==> src/rtl/mvau_out_packer_pkg.sv <==
// mvau_out_packer_pkg: default geometry and element type shared by the output packer
package mvau_out_packer_pkg;
  localparam int PE_DEF = 4;
  localparam int SIMD_OUT_DEF = 2;
  localparam int TDSTI_DEF = 8;
  localparam int MATRIXH_DEF = 8;
  localparam int BUF_ELEMS_DEF = 16;
  typedef logic [TDSTI_DEF-1:0] elem_t;
endpackage

==> src/rtl/mvau_pack_ringbuf.sv <==
// mvau_pack_ringbuf: element ring buffer with PE-wide write and SIMD_OUT-wide read
module mvau_pack_ringbuf import mvau_out_packer_pkg::*; #(
  parameter int PE = PE_DEF,
  parameter int SIMD_OUT = SIMD_OUT_DEF,
  parameter int TDSTI = TDSTI_DEF,
  parameter int BUF_ELEMS = BUF_ELEMS_DEF
) (
  input  logic                      clk,
  input  logic                      rst_n,
  input  logic                      wr_en,
  input  logic                      rd_en,
  input  logic [PE*TDSTI-1:0]       wr_data,
  output logic [SIMD_OUT*TDSTI-1:0] rd_data
);
  localparam int AW = $clog2(BUF_ELEMS);
  logic [TDSTI-1:0] mem [BUF_ELEMS];
  logic [AW-1:0] wr_ptr, rd_ptr;
  always_ff @(posedge clk) begin
    if (!rst_n) begin
      wr_ptr <= '0;
      rd_ptr <= '0;
    end else begin
      if (wr_en) wr_ptr <= (int'(wr_ptr) + PE == BUF_ELEMS) ? '0 : wr_ptr + AW'(PE);
      if (rd_en) rd_ptr <= (int'(rd_ptr) + SIMD_OUT == BUF_ELEMS) ? '0 : rd_ptr + AW'(SIMD_OUT);
    end
  end
  always_ff @(posedge clk) begin
    if (wr_en) for (int i = 0; i < PE; i++) mem[wr_ptr + AW'(i)] <= wr_data[i*TDSTI +: TDSTI];
  end
  always_comb begin
    rd_data = '0;
    for (int j = 0; j < SIMD_OUT; j++) rd_data[j*TDSTI +: TDSTI] = mem[rd_ptr + AW'(j)];
  end
endmodule

==> src/rtl/mvau_out_packer.sv <==
// mvau_out_packer: repacks PE-lane MVAU result beats into SIMD_OUT-lane beats with vector framing
module mvau_out_packer import mvau_out_packer_pkg::*; #(
  parameter int PE = PE_DEF,
  parameter int SIMD_OUT = SIMD_OUT_DEF,
  parameter int TDSTI = TDSTI_DEF,
  parameter int MATRIXH = MATRIXH_DEF,
  parameter int BUF_ELEMS = BUF_ELEMS_DEF
) (
  input  logic                      clk,
  input  logic                      rst_n,
  input  logic                      in_valid,
  output logic                      in_ready,
  input  logic [PE*TDSTI-1:0]       in_data,
  output logic                      out_valid,
  input  logic                      out_ready,
  output logic [SIMD_OUT*TDSTI-1:0] out_data,
  output logic                      out_last
);
  localparam int CW = $clog2(BUF_ELEMS + 1);
  localparam int BEATS = MATRIXH / SIMD_OUT;
  localparam int BW = BEATS > 1 ? $clog2(BEATS) : 1;
  logic [CW-1:0] count;
  logic [BW-1:0] beat;
  logic in_fire, out_fire;
  logic [SIMD_OUT*TDSTI-1:0] rd_data;
  assign in_ready = int'(count) <= BUF_ELEMS - PE;
  assign out_valid = int'(count) >= SIMD_OUT;
  assign in_fire = in_valid & in_ready;
  assign out_fire = out_valid & out_ready;
  assign out_last = out_valid & (int'(beat) == BEATS - 1);
  assign out_data = out_valid ? rd_data : '0;
  always_ff @(posedge clk) begin
    if (!rst_n) begin
      count <= '0;
      beat <= '0;
    end else begin
      count <= count + (in_fire ? CW'(PE) : '0) - (out_fire ? CW'(SIMD_OUT) : '0);
      if (out_fire) beat <= (int'(beat) == BEATS - 1) ? '0 : beat + BW'(1);
    end
  end
  mvau_pack_ringbuf #(.PE(PE), .SIMD_OUT(SIMD_OUT), .TDSTI(TDSTI), .BUF_ELEMS(BUF_ELEMS)) u_buf (
    .clk(clk),
    .rst_n(rst_n),
    .wr_en(in_fire),
    .rd_en(out_fire),
    .wr_data(in_data),
    .rd_data(rd_data)
  );
endmodule

==> config.mk <==
export PLATFORM = sky130hd
export DESIGN_NAME = mvau_out_packer
export DESIGN_NICKNAME = d
export VERILOG_FILES = /design/src/rtl/mvau_out_packer_pkg.sv /design/src/rtl/mvau_pack_ringbuf.sv /design/src/rtl/mvau_out_packer.sv
export SDC_FILE = /design/constraint.sdc
export NUM_CORES = 1
export LEC_CHECK = 0
export CORE_MARGIN = 8
export CORE_UTILIZATION = 60
export DETAILED_ROUTE_END_ITERATION = 10
export GPL_TIMING_DRIVEN = 1
export MAX_ROUTING_LAYER = met4
export PLACE_DENSITY_LB_ADDON = 0.3
export SYNTH_ARGS = -nofsm -noshare
export SYNTH_HDL_FRONTEND = slang
export SYNTH_SLANG_ARGS = --single-unit
==> constraint.sdc <==
create_clock -name clk -period 3 [get_ports clk]
set_input_delay 0.6 -clock clk [delete_from_list [all_inputs] [get_ports clk]]
set_output_delay 0.6 -clock clk [all_outputs]
set_load 0.03 [all_outputs]
After elaboration in Yosys (flattened, before gate mapping)
Memory sizes are Yosys's and may differ from the RTL's. A register that Yosys moved wholly into a read port is not among the register bits.
Index checks and enable logic that the tools add are counted.
{"block": "classes", "n_lt_le_gt_ge": 2, "div": 0, "bitwise_logic": 3, "shift": 0, "multipliers": 0, "eq_ne": 3, "n_addsub": 11, "mux": 10, "reduce_logical": 0}
{"operator": "32-bit by 6-bit equality test with 1-bit output, second input constant", "n": 2}
{"operator": "16-bit two-way mux", "n": 1}
{"operator": "4-bit two-way mux", "n": 4}
{"operator": "4-bit by 2-bit adder with 4-bit output, second input constant", "n": 3}
{"operator": "4-bit by 1-bit adder with 4-bit output, second input constant", "n": 2}
{"operator": "4-bit by 2-bit adder with 5-bit output, second input constant", "n": 1}
{"operator": "4-bit by 3-bit adder with 5-bit output, second input constant", "n": 1}
{"operator": "5-bit by 3-bit adder with 5-bit output", "n": 1}
{"operator": "5-bit by 2-bit >= comparator with 1-bit output, second input constant", "n": 1}
{"operator": "5-bit by 4-bit <= comparator with 1-bit output, second input constant", "n": 1}
{"operator": "5-bit by 2-bit subtractor with 5-bit output", "n": 1}
{"operator": "4-bit by 3-bit adder with 4-bit output, second input constant", "n": 1}
{"operator": "2-bit two-way mux", "n": 2}
{"operator": "1-bit bitwise AND", "n": 3}
{"operator": "3-bit two-way mux", "n": 1}
{"operator": "2-bit by 1-bit adder with 2-bit output, second input constant", "n": 1}
{"operator": "2-bit by 1-bit equality test with 1-bit output, second input constant", "n": 1}
{"operator": "1-bit two-way mux", "n": 2}
{"block": "totals", "ff_bits": 15, "ram_bits": 128, "latchBits": 0, "n_memories": 1, "out_inout_bits": 19, "rom_bits": 0, "wordCells": 34, "inputBits": 36}
{"memory": "u_buf.mem", "words": 16, "width": 8, "rd": 2, "rd_ports_with_merged_regs": 1, "write_ports": 4, "line_no": "mvau_pack_ringbuf.sv:16", "text": "logic [TDSTI-1:0] mem [BUF_ELEMS];"}

Longest topological paths before layout
{"block": "logic_depth", "word_depth": 5, "depth_mapped": 11, "ltp_nobuf": 11}

By module
A second synthesis with hierarchy kept.
{"block": "unflattened", "hier_cells": 635, "area_unflattened_um2": 7885.1}
{"module": "mvau_pack_ringbuf", "seq_area_each_um2": 4043.9, "instances": 1, "area_per_inst_um2": 7323.3, "cells_each": 570}
{"module": "mvau_out_packer", "seq_area_each_um2": 120.1, "instances": 1, "area_per_inst_um2": 561.8, "cells_each": 65}

Least setup slack after synthesis
OpenSTA, ideal clock, no wires.
{"block": "synth_timing", "kind": "reg-to-output", "start": "register u_buf.rd_ptr[0]", "end": "output port out_data[9]", "arrival_ps": 2056, "required_ps": 2400, "path_slack_ps": 344, "path_buffers": 3, "stages_incl_launch_ff": 9, "path_cell_list": "dfxtp_1 -> buf_6 -> buf_6 -> inv_1 -> ha_1 -> buf_2 -> mux4_4 -> mux2i_1 -> o22ai_1"}
{"block": "synth_between", "elab_chain_cells": 3}
{"item": "from (decl)", "line_no": "mvau_pack_ringbuf.sv:17", "text": "logic [AW-1:0] wr_ptr, rd_ptr;"}
{"item": "from (signal assigned)", "line_no": "mvau_pack_ringbuf.sv:24", "text": "if (rd_en) rd_ptr <= (int'(rd_ptr) + SIMD_OUT == BUF_ELEMS) ? '0 : rd_ptr + AW'(SIMD_OUT);"}
{"item": "4-bit by 1-bit adder with 4-bit output", "line_no": "mvau_pack_ringbuf.sv:32", "text": "for (int j = 0; j < SIMD_OUT; j++) rd_data[j*TDSTI +: TDSTI] = mem[rd_ptr + AW'(j)];"}
{"item": "memory read 16 x 8 bit"}
{"item": "16-bit two-way mux", "line_no": "mvau_out_packer.sv:31", "text": "assign out_data = out_valid ? rd_data : '0;"}
{"item": "to (decl)", "line_no": "mvau_out_packer.sv:16", "text": "output logic [SIMD_OUT*TDSTI-1:0] out_data,"}
Every way passes these cells.

Final worst setup path
{"block": "layout_timing", "start": "register u_buf.rd_ptr[0]", "end": "output port out_data[13]"}
The elaborated chain is that of the path after synthesis.

==> impl_metrics.toml <==
[place]
dpl_cell_area_sq_mm = 0.00869
preCtsSetupSlack_ns = 0.241
placedCellCount = 822
post-dp-hpwl_um = 13000
place_congestion = 0.846
port-buffer-count = 54

[floorplanning]
core_sq_mm = 0.0131
die-area_sq_mm = 0.0172
dieWidth_um = 131
die_y_um = 131
start_util = 0.606
ioPinCount = 55
rows = 42

[sta]
hold_violations = 0
slew_violations = 0
finalCriticalPeriod_ns = 2.93
max_slew_margin = 0.543
max_freq_mhz = 342
fin_skew_ns = 0.00494
worst_slew_pin_slew_ns = 0.685
final.period_utilization = 0.976
setup_viol_count_final = 0
setup_ws_ns = 0.0735

[clocking]
cts-root-buf = "clkbuf_16"
cts.sinks = 144
cts_tree = "done"
ctsHoldBuffers = 0
htreeDepth = 4
clk_pin_slew_worst_paths_ns = 0.06
cts_buffers = 17
clkLatencyLatePin_ns = 0.42
clock_path_buffers = 2

[synthesis]
async_flop_share = 0
synthMuxAreaShare = 0.237
synthCells = 618
synthesis.area_sq_mm = 0.00794
synth_nets = 671
synth_edf_count = 128
synth_ff_type = "edfxtp_1"
synth_top_family_by_area = "multiplexers"
synth_warnings = 0
synth-adder-area-share = 0.0278
ys_seq_area_frac = 0.525
ys_ff_latch = 144
yosysUniqueCellTypes = 41
synth_xor_area_frac = 0.00899
syn_area_per_cell_sq_um = 12.8
synth_compound_area_frac = 0.0273
yosys.area_share.simple = 0.123

[power_and_ir_drop]
p_switching_w = 0.00261
p_leak_nw = 3.50
pwr-share-clk = 0.255
power.share.switching = 0.336
intPower_w = 0.00515
peakVddDrop_mv = 0.421
p_comb_frac = 0.401
powerDensity_mw_per_mm2 = 835
pwr-share-seq = 0.344

[layout]
multi_input_area_sq_mm = 0.00338
area_growth_pct = 17.2
n_antenna_cell = 0
final_area_sq_mm = 0.00930
drive_above_1_share = 0.183
nets = 719
regArea_sq_mm = 0.00417
final_cells = 855
nFillCells = 828

[routing]
ant_nets = 0
wire_per_inst_um = 23.3
routed_wl_um = 19900
vias_per_cell = 6.36
post-route-drc-count = 0
drt_iter0_markers = 687
vias = 5436
dr.pass1.iters = 7

[worst_setup_path]
setup.worst_path.class = "reg -> out"
ff2ff_path_depth = 11
arrival_ns = 2.33
setup.worst_path.start_class = "flip-flop"
cp_max_fo = 24
required_ns = 2.40
end_kind = "output pin"

[grt]
grt_max_degree = 33
grt_pass1_vias = 5630
met1_usage = 0.285
use_met2 = 0.422
grt_util_met3 = 0.0588
grt-busiest-layer = "met2"
grt_pass1_wl_um = 30600
overflow = 0
grt_antenna_before_repair = 0
grtUsageTotal = 0.253

[status]
status = "finished clean"

[min_path]
hold_depth = 2
worstHoldPathType = "reg -> reg"

[run]
drv_cap = 0
==> layout make-up <==
type                    count  area share
flip-flops and latches    144       0.448
clock buffers              18      0.0461
inverters                  25      0.0101
well taps                 176      0.0237
multi-input cells         401       0.364
clock inverters            14      0.0133
repair buffers             77      0.0948
==> state kept, by name, summed over array words and instances (netlist names), named ones only <==
name,count
u_buf.rd_ptr,4
u_buf.mem,128
beat,2
count,4
u_buf.wr_ptr,2
==> cell usage in the layout (no fill, tap or decap), types with 2 or more instances in the layout <==
cell,count
nand2_1,230
edfxtp_1,128
mux4_2,41
clkdlybuf4s50_1,38
mux2i_1,35
mux4_1,22
buf_4,22
inv_1,21
clkbuf_16,18
o22ai_1,15
ha_1,15
buf_12,15
dfxtp_1,14
clkinv_2,6
and2_1,5
nor2b_1,5
o2111ai_1,4
inv_2,4
xor2_1,4
clkinvlp_4,3
clkinv_1,3
nand2_2,2
a21boi_0,2
bufinv_16,2
==> critical path, cell delays in order, from the launching register on <==
cell,delay (ns)
dfxtp_2,0.39
buf_6,0.33
mux4_1,0.62
mux2i_1,0.19
o22ai_1,0.19
buf_12,0.18
==> stage by stage <==
stage	hold slack [ns]	power (W)	util	setup TNS, ns
after floorplan	0.487	0.00454	-	0
after global placement	0.477	0.00563	0.664	0
after detailed placement	0.483	0.00573	0.664	0
after CTS	0.498	0.00771	0.707	0
after global routing	0.557	0.00808	0.711	-0.0325
final	0.534	0.00777	0.711	0
==> repair_timing <==
| action | in CTS | in global routing |
|---|---|---|
| gates resized for setup | 3 | 6 |
| setup buffers | 0 | 0 |
| pin swaps | 0 | 0 |
| cloned | 0 | 1 |
| endpoints found under the setup margin | 5 | 12 |
==> cells by family (layout without fill, tap and decap cells) <==
logic type               count (synthesis)  in the layout
AND/OR/NAND/NOR                        248            248
flip-flops                             144            144
multiplexers                            99             99
buffers and inverters                   73            134
AO/OA/AOI/OAI                           31             31
adder cells (fa/ha/maj)                 17             17
XOR/XNOR                                 6              6
==> worst paths after layout <==
check / startpoint / endpoint / slack (ns)
worst min-delay path: u_buf.rd_ptr[0] / u_buf.rd_ptr[0] / 0.53
worst min register to register: u_buf.rd_ptr[0] / u_buf.rd_ptr[0] / 0.53
worst max-delay path: u_buf.rd_ptr[0] / out_data[13] / 0.07
worst max register to register: count[4] / count[4] / 0.49
==> layer usage <==
layer / vias to the layer above / wire length, um
li1: 2356 / -
met1: 2650 / 6950
met2: 367 / 10200
met3: 63 / 2130
met4: 0 / 622
met5: - / 0
==> synthesized netlist by cell type, types with 2 or more instances <==
cell type,number,share of area
ha_1,16,0.025
clkbuf_8,2,0.0035
mux4_2,41,0.12
buf_4,4,0.0038
clkbuf_1,17,0.0080
edfxtp_1,128,0.48
buf_8,2,0.0038
a21boi_0,2,0.0019
inv_1,21,0.0099
o22ai_1,16,0.013
mux4_1,22,0.073
mux2i_1,35,0.044
buf_6,4,0.0057
dfxtp_1,16,0.040
buf_2,16,0.010
xor2_1,4,0.0044
and2_1,5,0.0039
nor2b_1,5,0.0039
a21o_1,2,0.0019
buf_12,2,0.0050
o2111ai_1,4,0.0044
nand2_1,232,0.11
inv_2,4,0.0019
==> power groups by stage <==
stage,registers (W),clock network (W),logic [W]
floorplan,0.00262,0,0.00192
global placement,0.00268,0,0.00295
detailed placement,0.00270,0,0.00304
CTS,0.00266,0.00199,0.00306
global route,0.00270,0.00207,0.00331
finish,0.00267,0.00198,0.00312
Power figures use the tool's default switching activity.
